**config.mk**
```make
export PLATFORM = sky130hd
export DESIGN_NAME = sata_command_engine
export DESIGN_NICKNAME = d
export VERILOG_FILES = /design/src/rtl/sata_pkg.sv /design/src/rtl/sata_h2d_fis_builder.sv /design/src/rtl/sata_command_engine.sv
export SDC_FILE = /design/constraint.sdc
export NUM_CORES = 1
export LEC_CHECK = 0
export ABC_AREA = 1
export CAP_MARGIN = 20
export CELL_PAD_IN_SITES_DETAIL_PLACEMENT = 1
export CELL_PAD_IN_SITES_GLOBAL_PLACEMENT = 2
export CORE_ASPECT_RATIO = 1.25
export CORE_MARGIN = 4
export CORE_UTILIZATION = 28
export DETAILED_ROUTE_END_ITERATION = 8
export GPL_TIMING_DRIVEN = 0
export PLACE_DENSITY_LB_ADDON = 0.1
export SLEW_MARGIN = 10
export SYNTH_ARGS = -nofsm -noshare
export SYNTH_HDL_FRONTEND = slang
export SYNTH_SLANG_ARGS = --single-unit
```
**constraint.sdc**
```tcl
create_clock -name clk -period 2.28 [get_ports clk]
set_input_delay 0.456 -clock clk [delete_from_list [all_inputs] [get_ports clk]]
set_output_delay 0.456 -clock clk [all_outputs]
set_load 0.02 [all_outputs]
```
**src/rtl/sata_pkg.sv**
```systemverilog
// Shared definitions for the SATA command layer: FIS/command codes, state encoding.
// Latency: n/a (package).
// Backpressure: n/a (package).
package sata_pkg;

    localparam logic [7:0] FIS_TYPE_REG_H2D  = 8'h27;
    localparam logic [7:0] CMD_READ_DMA_EXT  = 8'h25;
    localparam logic [7:0] CMD_WRITE_DMA_EXT = 8'h35;

    localparam int DWORDS_PER_SECTOR_DEFAULT = 128;

    typedef enum logic [2:0] {
        ST_IDLE     = 3'd0,
        ST_SEND_FIS = 3'd1,
        ST_DATA_WR  = 3'd2,
        ST_DATA_RD  = 3'd3,
        ST_STATUS   = 3'd4,
        ST_DONE     = 3'd5
    } state_t;

    // ERR (bit 0) or DF (bit 5) in the status byte, or any error bit, fails the command.
    function automatic logic status_is_error(input logic [7:0] status, input logic [7:0] error);
        return status[0] | status[5] | (error != 8'd0);
    endfunction

endpackage

```
**src/rtl/sata_h2d_fis_builder.sv**
```systemverilog
// Builds one dword of a Register Host-to-Device FIS from the latched command fields.
// Latency: combinational.
// Backpressure: none; the caller holds index stable while the transport stalls.
module sata_h2d_fis_builder
    import sata_pkg::*;
(
    input  logic [2:0]  index,
    input  logic [7:0]  cmd,
    input  logic [47:0] lba,
    input  logic [15:0] count,
    output logic [31:0] dword
);

    // Select the FIS dword for the current index; the device register byte sets LBA mode.
    always_comb begin
        dword = 32'h0;
        case (index)
            3'd0:    dword = {8'h00, cmd, 8'h80, FIS_TYPE_REG_H2D};
            3'd1:    dword = {8'h40, lba[23:0]};
            3'd2:    dword = {8'h00, lba[47:24]};
            3'd3:    dword = {16'h0000, count};
            default: dword = 32'h0;
        endcase
    end

endmodule

```
**src/rtl/sata_command_engine.sv**
```systemverilog
// Command-layer responder: latches a command, sends the H2D FIS, counts DMA dwords, waits for D2H status.
// Latency: busy the cycle after the strobe; FIS phase at least 5 cycles; done one cycle after status.
// Backpressure: FIS dword and index hold while fis_tx_ready is low; data phase paced by transport strobes.
module sata_command_engine
    import sata_pkg::*;
#(
    parameter int DWORDS_PER_SECTOR = DWORDS_PER_SECTOR_DEFAULT,
    parameter int MAX_SECTORS       = 65536
) (
    input  logic        clk,
    input  logic        rst,
    input  logic        enable,
    input  logic [7:0]  sata_command,
    input  logic        sata_execute_command_stb,
    input  logic [47:0] sata_lba,
    input  logic [15:0] sata_sector_count,
    output logic        sata_busy,
    output logic [31:0] fis_tx_data,
    output logic        fis_tx_valid,
    output logic        fis_tx_last,
    input  logic        fis_tx_ready,
    input  logic        wr_strobe,
    input  logic        rd_strobe,
    input  logic        d2h_valid,
    input  logic [7:0]  d2h_status,
    input  logic [7:0]  d2h_error,
    output logic        cmd_done,
    output logic        cmd_error,
    output logic [7:0]  cmd_status
);

    localparam int SECTOR_SHIFT = $clog2(DWORDS_PER_SECTOR);

    state_t      state;
    state_t      state_nxt;
    logic [7:0]  cmd_q;
    logic [47:0] lba_q;
    logic [15:0] count_q;
    logic [23:0] total_dwords;
    logic [23:0] dword_count;
    logic [2:0]  fis_index;
    logic [31:0] fis_dword;
    logic [23:0] sectors_eff;
    logic        data_strobe;
    logic        last_strobe;
    logic        fis_accept;
    logic        load_cmd;
    logic        count_inc;
    logic        capture_normal;
    logic        capture_early;

    // A zero sector count means the largest transfer the protocol allows.
    assign sectors_eff = (sata_sector_count == 16'd0) ? 24'(MAX_SECTORS) : {8'd0, sata_sector_count};
    assign data_strobe = (state == ST_DATA_WR) ? wr_strobe : rd_strobe;
    assign last_strobe = data_strobe && ((dword_count + 24'd1) == total_dwords);
    assign fis_accept  = (state == ST_SEND_FIS) && fis_tx_ready;

    sata_h2d_fis_builder u_fis_builder (
        .index (fis_index),
        .cmd   (cmd_q),
        .lba   (lba_q),
        .count (count_q),
        .dword (fis_dword)
    );

    // State register; disabling the block aborts straight to IDLE.
    always_ff @(posedge clk) begin
        if (rst || !enable) begin
            state <= ST_IDLE;
        end else begin
            state <= state_nxt;
        end
    end

    // Next-state decode plus the datapath control strobes it implies.
    always_comb begin
        state_nxt      = state;
        load_cmd       = 1'b0;
        count_inc      = 1'b0;
        capture_normal = 1'b0;
        capture_early  = 1'b0;
        case (state)
            ST_IDLE: begin
                if (sata_execute_command_stb) begin
                    load_cmd  = 1'b1;
                    state_nxt = ST_SEND_FIS;
                end
            end
            ST_SEND_FIS: begin
                if (fis_accept && (fis_index == 3'd4)) begin
                    case (cmd_q)
                        CMD_WRITE_DMA_EXT: state_nxt = ST_DATA_WR;
                        CMD_READ_DMA_EXT:  state_nxt = ST_DATA_RD;
                        default:           state_nxt = ST_STATUS;
                    endcase
                end
            end
            ST_DATA_WR, ST_DATA_RD: begin
                if (dword_count == total_dwords) begin
                    // Transfer complete: any status now is the normal response.
                    if (d2h_valid) begin
                        capture_normal = 1'b1;
                        state_nxt      = ST_DONE;
                    end else begin
                        state_nxt = ST_STATUS;
                    end
                end else if (d2h_valid) begin
                    // Status alongside the final strobe is a normal finish, otherwise the device cut us short.
                    capture_normal = last_strobe;
                    capture_early  = !last_strobe;
                    state_nxt      = ST_DONE;
                end else if (data_strobe) begin
                    count_inc = 1'b1;
                end
            end
            ST_STATUS: begin
                if (d2h_valid) begin
                    capture_normal = 1'b1;
                    state_nxt      = ST_DONE;
                end
            end
            ST_DONE: state_nxt = ST_IDLE;
            default: state_nxt = ST_IDLE;
        endcase
    end

    // Datapath: command latch, FIS index, dword counter and completion status.
    always_ff @(posedge clk) begin
        if (rst || !enable) begin
            cmd_q        <= 8'd0;
            lba_q        <= 48'd0;
            count_q      <= 16'd0;
            total_dwords <= 24'd0;
            dword_count  <= 24'd0;
            fis_index    <= 3'd0;
            cmd_error    <= 1'b0;
            cmd_status   <= 8'd0;
        end else begin
            if (load_cmd) begin
                cmd_q        <= sata_command;
                lba_q        <= sata_lba;
                count_q      <= sata_sector_count;
                total_dwords <= sectors_eff << SECTOR_SHIFT;
                dword_count  <= 24'd0;
                fis_index    <= 3'd0;
                cmd_error    <= 1'b0;
            end
            if (fis_accept) begin
                fis_index <= (fis_index == 3'd4) ? 3'd0 : fis_index + 3'd1;
            end
            if (count_inc) begin
                dword_count <= dword_count + 24'd1;
            end
            if (capture_normal) begin
                cmd_status <= d2h_status;
                cmd_error  <= status_is_error(d2h_status, d2h_error);
            end
            if (capture_early) begin
                cmd_status <= d2h_status;
                cmd_error  <= 1'b1;
            end
        end
    end

    // Outputs decoded from state; FIS data is forced to zero outside the FIS phase.
    always_comb begin
        sata_busy    = (state == ST_SEND_FIS) || (state == ST_DATA_WR) ||
                       (state == ST_DATA_RD)  || (state == ST_STATUS);
        fis_tx_valid = (state == ST_SEND_FIS);
        fis_tx_last  = (state == ST_SEND_FIS) && (fis_index == 3'd4);
        fis_tx_data  = (state == ST_SEND_FIS) ? fis_dword : 32'h0;
        cmd_done     = (state == ST_DONE);
    end

endmodule

```
### Word-level counts from Yosys, hierarchy flattened

Cells that the tools add are included.

| storage, ports and cells | value |
|---|---|
| bits in registers | 128 |
| word-level logic and storage cells | 82 |

| cells by class | value |
|---|---|
| equal/unequal tests | 15 |
| reduce and logical (&&, ||, !) cells | 20 |
| $add $sub $neg | 2 |
| multiplexer cells | 34 |
| bitwise gates (word level) | 2 |

Operators with widths:

| kind | number |
|---|---|
| one-hot mux 31 bit (4 select lines) | 1 |
| == test 24 bit | 2 |
| 2-to-1 mux 24 bit | 2 |
| 2-to-1 mux 32 bit | 1 |
| adder 24 x 1 -> 24 bit, second input constant | 1 |
| 2-to-1 mux 3 bit | 7 |
| 2-to-1 mux 1 bit | 17 |
| 2-to-1 mux 17 bit | 1 |
| == test 8 x 6 -> 1 bit, second input constant | 2 |
| zero test 16 bit | 1 |
| 2-to-1 mux 8 bit | 2 |
| == test 3 x 2 -> 1 bit, second input constant | 4 |
| one-hot mux 3 bit (4 select lines) | 1 |
| == test 3 bit, second input constant | 3 |
| nonzero test 8 bit | 1 |
| == test 3 x 1 -> 1 bit, second input constant | 2 |
| zero test 3 bit | 2 |
| one-hot mux 3 bit (2 select lines) | 1 |
| nonzero test 2 bit | 3 |
| logical AND 1 bit | 4 |
| logical OR 1 bit | 4 |
| adder 3 x 1 -> 3 bit, second input constant | 1 |
| nonzero test 3 bit | 1 |
| zero test 1 bit | 2 |
| 6 further kinds | 7 |

### Longest topological paths before layout

Gate-level depths: netlist of the first run.

| depth | value |
|---|---|
| depth after elaboration | 8 |
| depth in mapped cells | 16 |
| depth with buffers taken out | 16 |

### Modules after synthesis

Synthesis of the first run repeated with hierarchy kept, for this count alone.

| unflattened totals | value |
|---|---|
| cells, all modules | 1110 |
| area total of the unflattened synthesis | 7313.3 um2 |

By module, submodules not included:

| module | cells an instance | instances | area an instance (um2) |
|---|---|---|---|
| sata_command_engine | 982 | 1 | 6545.0 |
| sata_h2d_fis_builder | 128 | 1 | 768.2 |

### Worst setup path after synthesis of the first run

OpenSTA, ideal clock, no wires.

| timing path | value |
|---|---|
| kind | flip-flop to output port |
| start | register state[0] |
| end | output port fis_tx_data[0] |
| path slack | -0.066 ns |
| arrival | 1.890 ns |
| stages on the path, launching flop included | 8 |
| required time | 1.824 ns |
| buffers on the path | 1 |
| cell sequence | dfxtp_1 -> inv_1 -> nor3_1 -> inv_1 -> nor2_1 -> buf_2 -> inv_1 -> nor2_1 |

| on the way | value |
|---|---|
| word-level cells in the longest chain between the ends | 2 |

Ends and longest elaborated chain:

| item | RTL line | RTL |
|---|---|---|
| start: declaration | sata_command_engine.sv:34 | `state_t state;` |
| start signal: assignment | sata_command_engine.sv:71 | `state <= state_nxt;` |
| == test 3 x 1 -> 1 bit | n/a |  |
| named net fis_tx_valid | sata_command_engine.sv:19 | `output logic fis_tx_valid,` |
| 2-to-1 mux 32 bit | sata_command_engine.sv:171 | `fis_tx_data = (state == ST_SEND_FIS) ? fis_dword : 32'h0;` |
| end: declaration | sata_command_engine.sv:18 | `output logic [31:0] fis_tx_data,` |

The timed path passes the listed nets, and every way through them passes these cells.

### Worst setup path after layout of the first run

| timing path | value |
|---|---|
| start | register fis_index[0] |
| end | output port fis_tx_data[0] |

| on the way | value |
|---|---|
| word-level cells in the longest chain between the ends | 3 |

Ends and longest elaborated chain:

| item | RTL line | RTL |
|---|---|---|
| start: declaration | sata_command_engine.sv:41 | `logic [2:0] fis_index;` |
| start signal: assignment | sata_command_engine.sv:149 | `fis_index <= (fis_index == 3'd4) ? 3'd0 : fis_index + 3'd1;` |
| == test 3 x 2 -> 1 bit (tied with other cells) | sata_h2d_fis_builder.sv:17 | `case (index)` |
| one-hot mux 31 bit (4 select lines) (*) | sata_h2d_fis_builder.sv:17 |  |
| 2-to-1 mux 32 bit (*) | sata_command_engine.sv:171 |  |

Every way passes the cells marked *; elsewhere a longest branch is shown, timed or not.

==> results.md, run 1 <==
- Nets: 1327
- Post-synthesis cell count: about 1100
- Required @ worst endpoint: roughly 1.8 ns
- Skew final: 0.0104 ns
- DP Area: 8640 um^2
- Worst-path fanout max: 5
- CTS tree: done
- Ys async rst share: 0%
- Rows: between 60 and 70
- # port buffers: 133
- Sequential share of the synthesized area: 37.2%
- Mean Syn Cell Area: 6.55 um^2
- Crit end category: output pin
- Actual slew at the worst max-slew pin: 0.672 ns
- Layout cells sized above 1: roughly 17%
- Initial DRC Count: between 200 and 250
- Most frequent cells after synthesis: nand2_1 (242), inv_1 (156), dfxtp_1 (128)
- Fin util: between 40% and 50%
- Top-count cell post-synth: nand2_1
- Clock network latency to the later pin of the worst-skew pair: about 0.42 ns
- RSZ-0062 raised after global routing: yes
- Worst Hold Class: flip-flop to flip-flop
- Critical Path Source Type: flip-flop
- Cell taking the most area after synthesis: dfxtp_1
- Initial DRT Pass Iterations: 4
- Normalized max-slew margin: a little under three fifths
- Fin. Hold Viols: 0
- Design area: 9750 um^2
- RePlAce Congestion: ~0.90
- Status: complete, but fails checks
- Synthesis-stage register bit count: about 130
- Setup CP Type: flip-flop to output pin
- Slew Viols, Final: 0
- Sink Count: around 130
- Pwr Density: approximately 600 nW/um^2
- Area grow syn2layout: 41.8%
- TritonCTS Buffers: 17
- Leak pwr: slightly below 0.004 uW
- Clock Tree Root: clkbuf_16
- IO Count: 141
- Die Span Y: about 180 um
- Diode count: 0
- Failing checks: negative setup slack
- Post-synth EDFFs: 0
- Post-Route WL: ~27 mm
- Post-layout minimum cycle time: approximately 2.4 ns
- Top post-synthesis cells by area: dfxtp_1 (37%), nand2_1 (13%), a21oi_1 (8.5%), inv_1 (8.5%), o21ai_0 (5.2%)
- Layout fillers: 3085
- Yosys cell types: 41
- All-layer global routing usage: between 20% and 30%
- Final worst setup slack: -0.0777 ns
- Area fraction of the dominant cell type after synthesis: between 30% and 40%
- Max-cap violations: 0
- Clk slew on worst S/H paths: about 0.06 ns
- DRC viols: 0
- Via count of the first global-routing pass: 7603
- Via count: about 7400
- Total gr overflow: 0
- Fin crit share: 103%
- Initial Util: between 20% and 30%
- Max VDD drop: about 0.49 mV
- Clock buffer depth: 2
- Post-CTS Hold Buffers: 0
- Synth Warn #: 0
- Total die area: approximately 27000 um^2
- Drt wl/cell: roughly 18 um
- Global-route wire length before repair: 42.3 mm
- Die width: around 150 um
- Post-detail-place hpwl: 21.5 mm
- Setup violations, final: 17
- Main synth FF type: dfxtp_1
- Largest net degree at the start of global routing: 17
- H-tree depth: 4
- WP data arrival: about 1.9 ns
- Initial antenna violation count: 4
- Post-Syn Area: ~6900 um^2
- ANT nets after route: 0
- Peak Freq: 424 MHz
- Via-to-Cell Ratio: approximately 4.7
- Core ar.: ~24000 um^2
[power by group]
part | total [uW] | switching, uW | internal, uW
logic | 796 | 472 | 324
clock network | 2770 | 1200 | 1570
registers | 2340 | 37.5 | 2310
total | 5910 | 1710 | 4200
[sequential cells by signal, summed over array words and instances, names as in the netlist]
| name | flops |
|---|---|
| cmd_error | 1 |
| cmd_status | 8 |
| total_dwords | 17 |
| dword_count | 24 |
| fis_index | 3 |
| lba_q | 48 |
| cmd_q | 8 |
| state | 3 |
| count_q | 16 |
[layer usage]
layer	up-vias	share of wire (%)	GRT usage, %
li1	3742	-	-
met5	-	0.15	0
met2	132	54	38.3
met4	8	2.0	5.25
met1	3476	41	22.7
met3	34	3.5	4.13
[worst paths after layout]
path              slack [ns]              to           start  cells past startpoint
setup reg to reg        0.17       cmd_error  dword_count[9]                     12
hold reg to reg         0.45        lba_q[3]        lba_q[3]                      2
hold / removal          0.45        lba_q[3]        lba_q[3]                      2
setup / recovery       -0.08  fis_tx_data[0]    fis_index[0]                      8
[kinds of logic (layout without fill, tap and decap cells)]
| group | count (synthesis) | in the layout | synth area share (%) |
|---|---|---|---|
| compound gates | 221 | 221 | 17.6 |
| xor+xnor | 9 | 9 | 1.15 |
| fa+ha+maj | 8 | 8 | 1.46 |
| buf+inv | 218 | 398 | 12.9 |
| flops | 128 | 128 | 37.2 |
| other cells | 1 | 7 | 0.0545 |
| simple gates | 465 | 465 | 29.6 |
[placed cells by master, fill, tap and decap left out, types with 6 or more instances in the layout]
cell type,synthesis,layout
o21ai_1,1,9
inv_6,0,6
nor2_4,1,9
clkbuf_16,0,19
nand2_2,4,10
conb_1,1,7
dfxtp_1,128,120
o21ai_0,71,59
nor2_1,92,75
clkbuf_1,31,18
buf_4,8,37
inv_1,156,144
o221ai_1,15,6
nor4_1,8,8
nand3b_1,6,6
nor2_2,6,15
nand2_1,242,234
inv_2,4,11
o221ai_2,0,9
nand4_1,24,24
a21oi_1,117,117
nor3_1,8,7
buf_6,3,14
buf_2,15,16
nand3_1,66,64
clkdlybuf4s50_1,0,104
[stage by stage]
stage | hold slack, ns | worst slack, ns | TNS [ns] | std cells | power [uW]
global placement | 0.438 | -0.699 | -58.02 | 1514 | 3150
global route | 0.475 | -0.179 | -2.73 | 1561 | 6160
CTS | 0.458 | -0.121 | -1.01 | 1557 | 5980
floorplan | 0.425 | 0.208 | 0 | 1056 | 2760
detailed placement | 0.445 | -0.735 | -59.12 | 1514 | 3160
finish | 0.454 | -0.0777 | -0.561 | 1561 | 5910
[critical path: stages (launching register included)]
cell and delay, ns:
dfxtp_4 0.38, inv_4 0.05, ha_4 0.15, nand2_4 0.06
buf_8 0.13, clkinvlp_4 0.15, a221oi_2 0.34, nor2_2 0.09
buf_6 0.14
[final cells by class]
class | count | area [um^2] | share of cell area, %
Clock buffer | 18 | 439 | 4.50
Timing Repair Buffer | 149 | 1420 | 14.6
Multi-Input combinational cell | 710 | 3750 | 38.5
Sequential cell | 128 | 2580 | 26.5
Inverter | 161 | 621 | 6.36
Buffer | 56 | 383 | 3.93
Clock inverter | 14 | 146 | 1.50
Tap cell | 325 | 407 | 4.17
[timing repair]
item	CTS	global route
hold endpoints to repair	0	0
gates resized for setup	226	55
gates cloned	1	1
pin swaps	12	9
endpoints found under the setup margin	69	87
buffers inserted	11	3
No activity file was read; power rests on OpenSTA's default activity.
==> inputs of run 2 (changes only) <==
SYNTH_HIERARCHICAL = 1   (was default)
==> run 2 against run 1 <==
  * The flow now finishes without violations
  * First-iteration DRC count increased by 29%
  * Global-route usage is 0.31 points higher
  * Worst setup slack improved by 0.098 ns
  * Via count up 5.2%
  * Sequential share of layout area shrank 0.54 points
  * Synthesized cell count increased by 5.7%
  * Largest cell class unchanged
  * Largest power group unchanged
==> results.md, run 2 <==
- WP data arrival: 1.80 ns (-0.10 ns)
- Status: finished, final reports clean
- Normalized max-slew margin: 51.2% (-4.1 points)
- Sequential share of the synthesized area: 35.0% (-2.2 points)
- Crit path to: fis_tx_data[17]
- Max FFs per register: 48 (unchanged)
- Final non-filler cell total: 1632 (+4.5%)
- All-layer global routing usage: 20.4% (+0.31 points)
- Post-synth EDFFs: 0 (unchanged)
- Via count of the first global-routing pass: 8195 (+7.8%)
- Layout cells sized above 1: 14.6% (-2.3 points)
- Total gr overflow: 0 (unchanged)
- H-tree depth: 4 (unchanged)
- Peak Freq: 443 MHz (+4.3%)
- Clock network latency to the later pin of the worst-skew pair: 0.42 ns (about the same)
- # port buffers: 133 (unchanged)
- Drt wl/cell: 18.1 um (+2.9%)
- Actual slew at the worst max-slew pin: 0.733 ns (+0.0610 ns)
- FF-to-FF End: cmd_error
- Initial Util: 28.7% (about the same)
- HP Start: count_q[12]
- R2R Setup Slk: 0.13 ns (-0.04 ns)
- Max VDD drop: 0.464 mV (-5.4%)
- RSZ-0062 raised after global routing: yes
- Clock Tree Root: clkbuf_16
- Initial antenna violation count: 0 (-4)
- Worst r2r src: dword_count[13]
- Total die area: 28800 um^2 (+6.0%)
- Leak pwr: 0.00404 uW (+3.5%)
- Clock buffer depth: 2 (unchanged)
- Most frequent cells after synthesis: nand2_1 (194), nor2_1 (194), dfxtp_1 (128)
- Setup violations, final: 0 (-17)
- Slew Viols, Final: 0 (unchanged)
- Global-route wire length before repair: 46.3 mm (+9.4%)
- Mean Syn Cell Area: 6.59 um^2 (+0.56%)
- Via-to-Cell Ratio: 4.76 (+0.61%)
- Min Hold Slack: 0.466 ns (+0.0125 ns)
- Worst Hold Class: flip-flop to flip-flop
- Post-Route WL: 29.6 mm (+7.6%)
- Die width: 153 um (+2.9%)
- Initial DRT Pass Iterations: 4 (unchanged)
- CTS tree: done
- Yosys cell types: 46 (+12%)
- Area fraction of the dominant cell type after synthesis: 35.0% (-2.2 points)
- Met2 routed wirelength: 15.6 mm (+5.9%)
- Routed length on met1: 12.5 mm (+12%)
- Worst setup path start: fis_index[1]
- Area grow syn2layout: 35.7%
- Met3 wire length: 779 um (-19%)
- Layout fillers: 3313 (+7.4%)
- Post-synthesis cell count: 1110 (+5.7%)
- Die Span Y: 189 um (+3.0%)
- Placed Instances: 1584 (+4.6%)
- Via count: 7775 (+5.2%)
- Pwr Density: 612 nW/um^2 (+1.1%)
- Rows: 65 (+3.2%)
- Skew final: 0.0148 ns (+0.00435 ns)
- Nets: 1385 (+4.4%)
- Diode count: 0 (unchanged)
- Main synth FF type: dfxtp_1
- Post-Syn Area: 7310 um^2 (+6.3%)
- Synthesis-stage register bit count: 128 (unchanged)
- Post-CTS Hold Buffers: 0 (unchanged)
- Synth Warn #: 6 (+6)
- Clk slew on worst S/H paths: 0.06 ns (about the same)
- TritonCTS Buffers: 17 (unchanged)
- Cell taking the most area after synthesis: dfxtp_1
- Reg area: 2570 um^2 (-0.34%)
- DR top layer: met4
- Worst-path fanout max: 9 (+4)
- Setup CP Type: flip-flop to output pin
- Biggest register: lba_q
- ANT nets after route: 0 (unchanged)
- Fin crit share: 99.1% (-4.3 points)
- DRC viols: 0 (unchanged)
- Fin. Hold Viols: 0 (unchanged)
- Footprint of the multi-input gates: 3960 um^2 (+5.5%)
- Commonest cells after routing, fill and taps aside: nand2_1 (194), nor2_1 (185), dfxtp_1 (123)
- Ys async rst share: 0% (unchanged)
- Fin util: 39.0% (-1.7 points)
- Post-detail-place hpwl: 23.2 mm (+7.6%)
- Crit end category: output pin
- Most common cell after layout, fill and taps aside: nand2_1
- Initial DRC Count: 318 (+29%)
- R2R depth: 14 (+2)
- Top flop regs: lba_q (48), dword_count (24), total_dwords (17)
- Sink Count: 128 (unchanged)
- Max-cap violations: 0 (unchanged)
- Required @ worst endpoint: 1.82 ns (about the same)
- Core ar.: 25500 um^2 (+6.2%)
- RePlAce Congestion: 0.878 (-2.8%)
- Top post-synthesis cells by area: dfxtp_1 (35%), nand2_1 (10%), nor2_1 (10%), nand3_1 (7.5%), inv_1 (5.5%)
- Largest net degree at the start of global routing: 17 (unchanged)
- IO Count: 141 (unchanged)
- Critical Path Source Type: flip-flop
- Post-layout minimum cycle time: 2.26 ns (-0.0979 ns)
==> run 2: changes by cell type after synthesis, sizes merged, moves of 19 or more <==
cell,before,now
nor2,99,211
inv,160,117
a21oi,118,74
nand2,247,204
nand4,24,52
buf,26,45
nand3,67,115
==> run 2: kinds of logic (layout without fill, tap and decap cells) <==
logic type | count (synthesis) | after routing | synth area share, %
flops | 128 | 128 | 35.0
simple gates | 613 | 613 | 38.6
buf+inv | 188 | 369 | 11.8
xor+xnor | 16 | 16 | 2.29
other cells | 1 | 7 | 0.0513
fa+ha+maj | 5 | 5 | 0.855
compound gates | 159 | 159 | 11.4
==> run 2: worst max-delay path: stages, from the launching register on <==
cell     delay, ns
dfxtp_2       0.34
buf_6         0.13
nor2_4        0.18
buf_6         0.18
buf_4         0.11
nand3_1       0.06
nand3_1       0.10
inv_1         0.05
nor2_2        0.09
buf_4         0.15
==> run 2: final cells by class <==
| cell class | count | share of cell area, % |
|---|---|---|
| Timing Repair Buffer | 148 | 14.3 |
| Multi-Input combinational cell | 800 | 39.9 |
| Timing Repair inverter | 1 | 0.0757 |
| Sequential cell | 128 | 25.9 |
| Tap cell | 335 | 4.22 |
| Clock inverter | 13 | 1.78 |
| Inverter | 118 | 4.51 |
| Clock buffer | 19 | 4.56 |
| Buffer | 70 | 4.69 |
==> run 2: worst min path at each step <==
stage                    endpoint  slack, ns  cells past startpoint
detailed placement  cmd_status[2]       0.46                      2
global placement    cmd_status[4]       0.45                      2
floorplan              count_q[0]       0.44                      2
finish                count_q[12]       0.47                      2
global route          count_q[10]       0.48                      2
CTS                 cmd_status[2]       0.47                      2
==> run 2: timing repair <==
action / 4_1_cts / 5_1_grt
gates resized for setup: 128 / 44
gates cloned: 2 / 2
setup buffers: 5 / 7
pin swaps: 3 / 4
setup endpoints to repair: 31 / 114
==> run 2: report_power, final <==
group	internal (uW)	switching, uW
Sequential	2310	54.8
Clock	1810	1190
Combinational	310	405
==> run 2: routing by layer <==
layer / up-vias / track usage (%)
met5: - / 0
met4: 0 / 5.59
met3: 33 / 2.99
met2: 125 / 38.7
met1: 3669 / 23.8
li1: 3948 / -
==> run 2: stage by stage <==
stage,TNS (ns),power (uW),setup WS (ns),instance area (um^2)
after CTS,0,6130,0.00595,9710
final,0,6080,0.0202,9920
after detailed placement,-22.12,3110,-0.456,9090
after global routing,-1.02,6320,-0.111,9920
after floorplan,0,2740,0.105,7340
after global placement,-21.92,3110,-0.452,9090
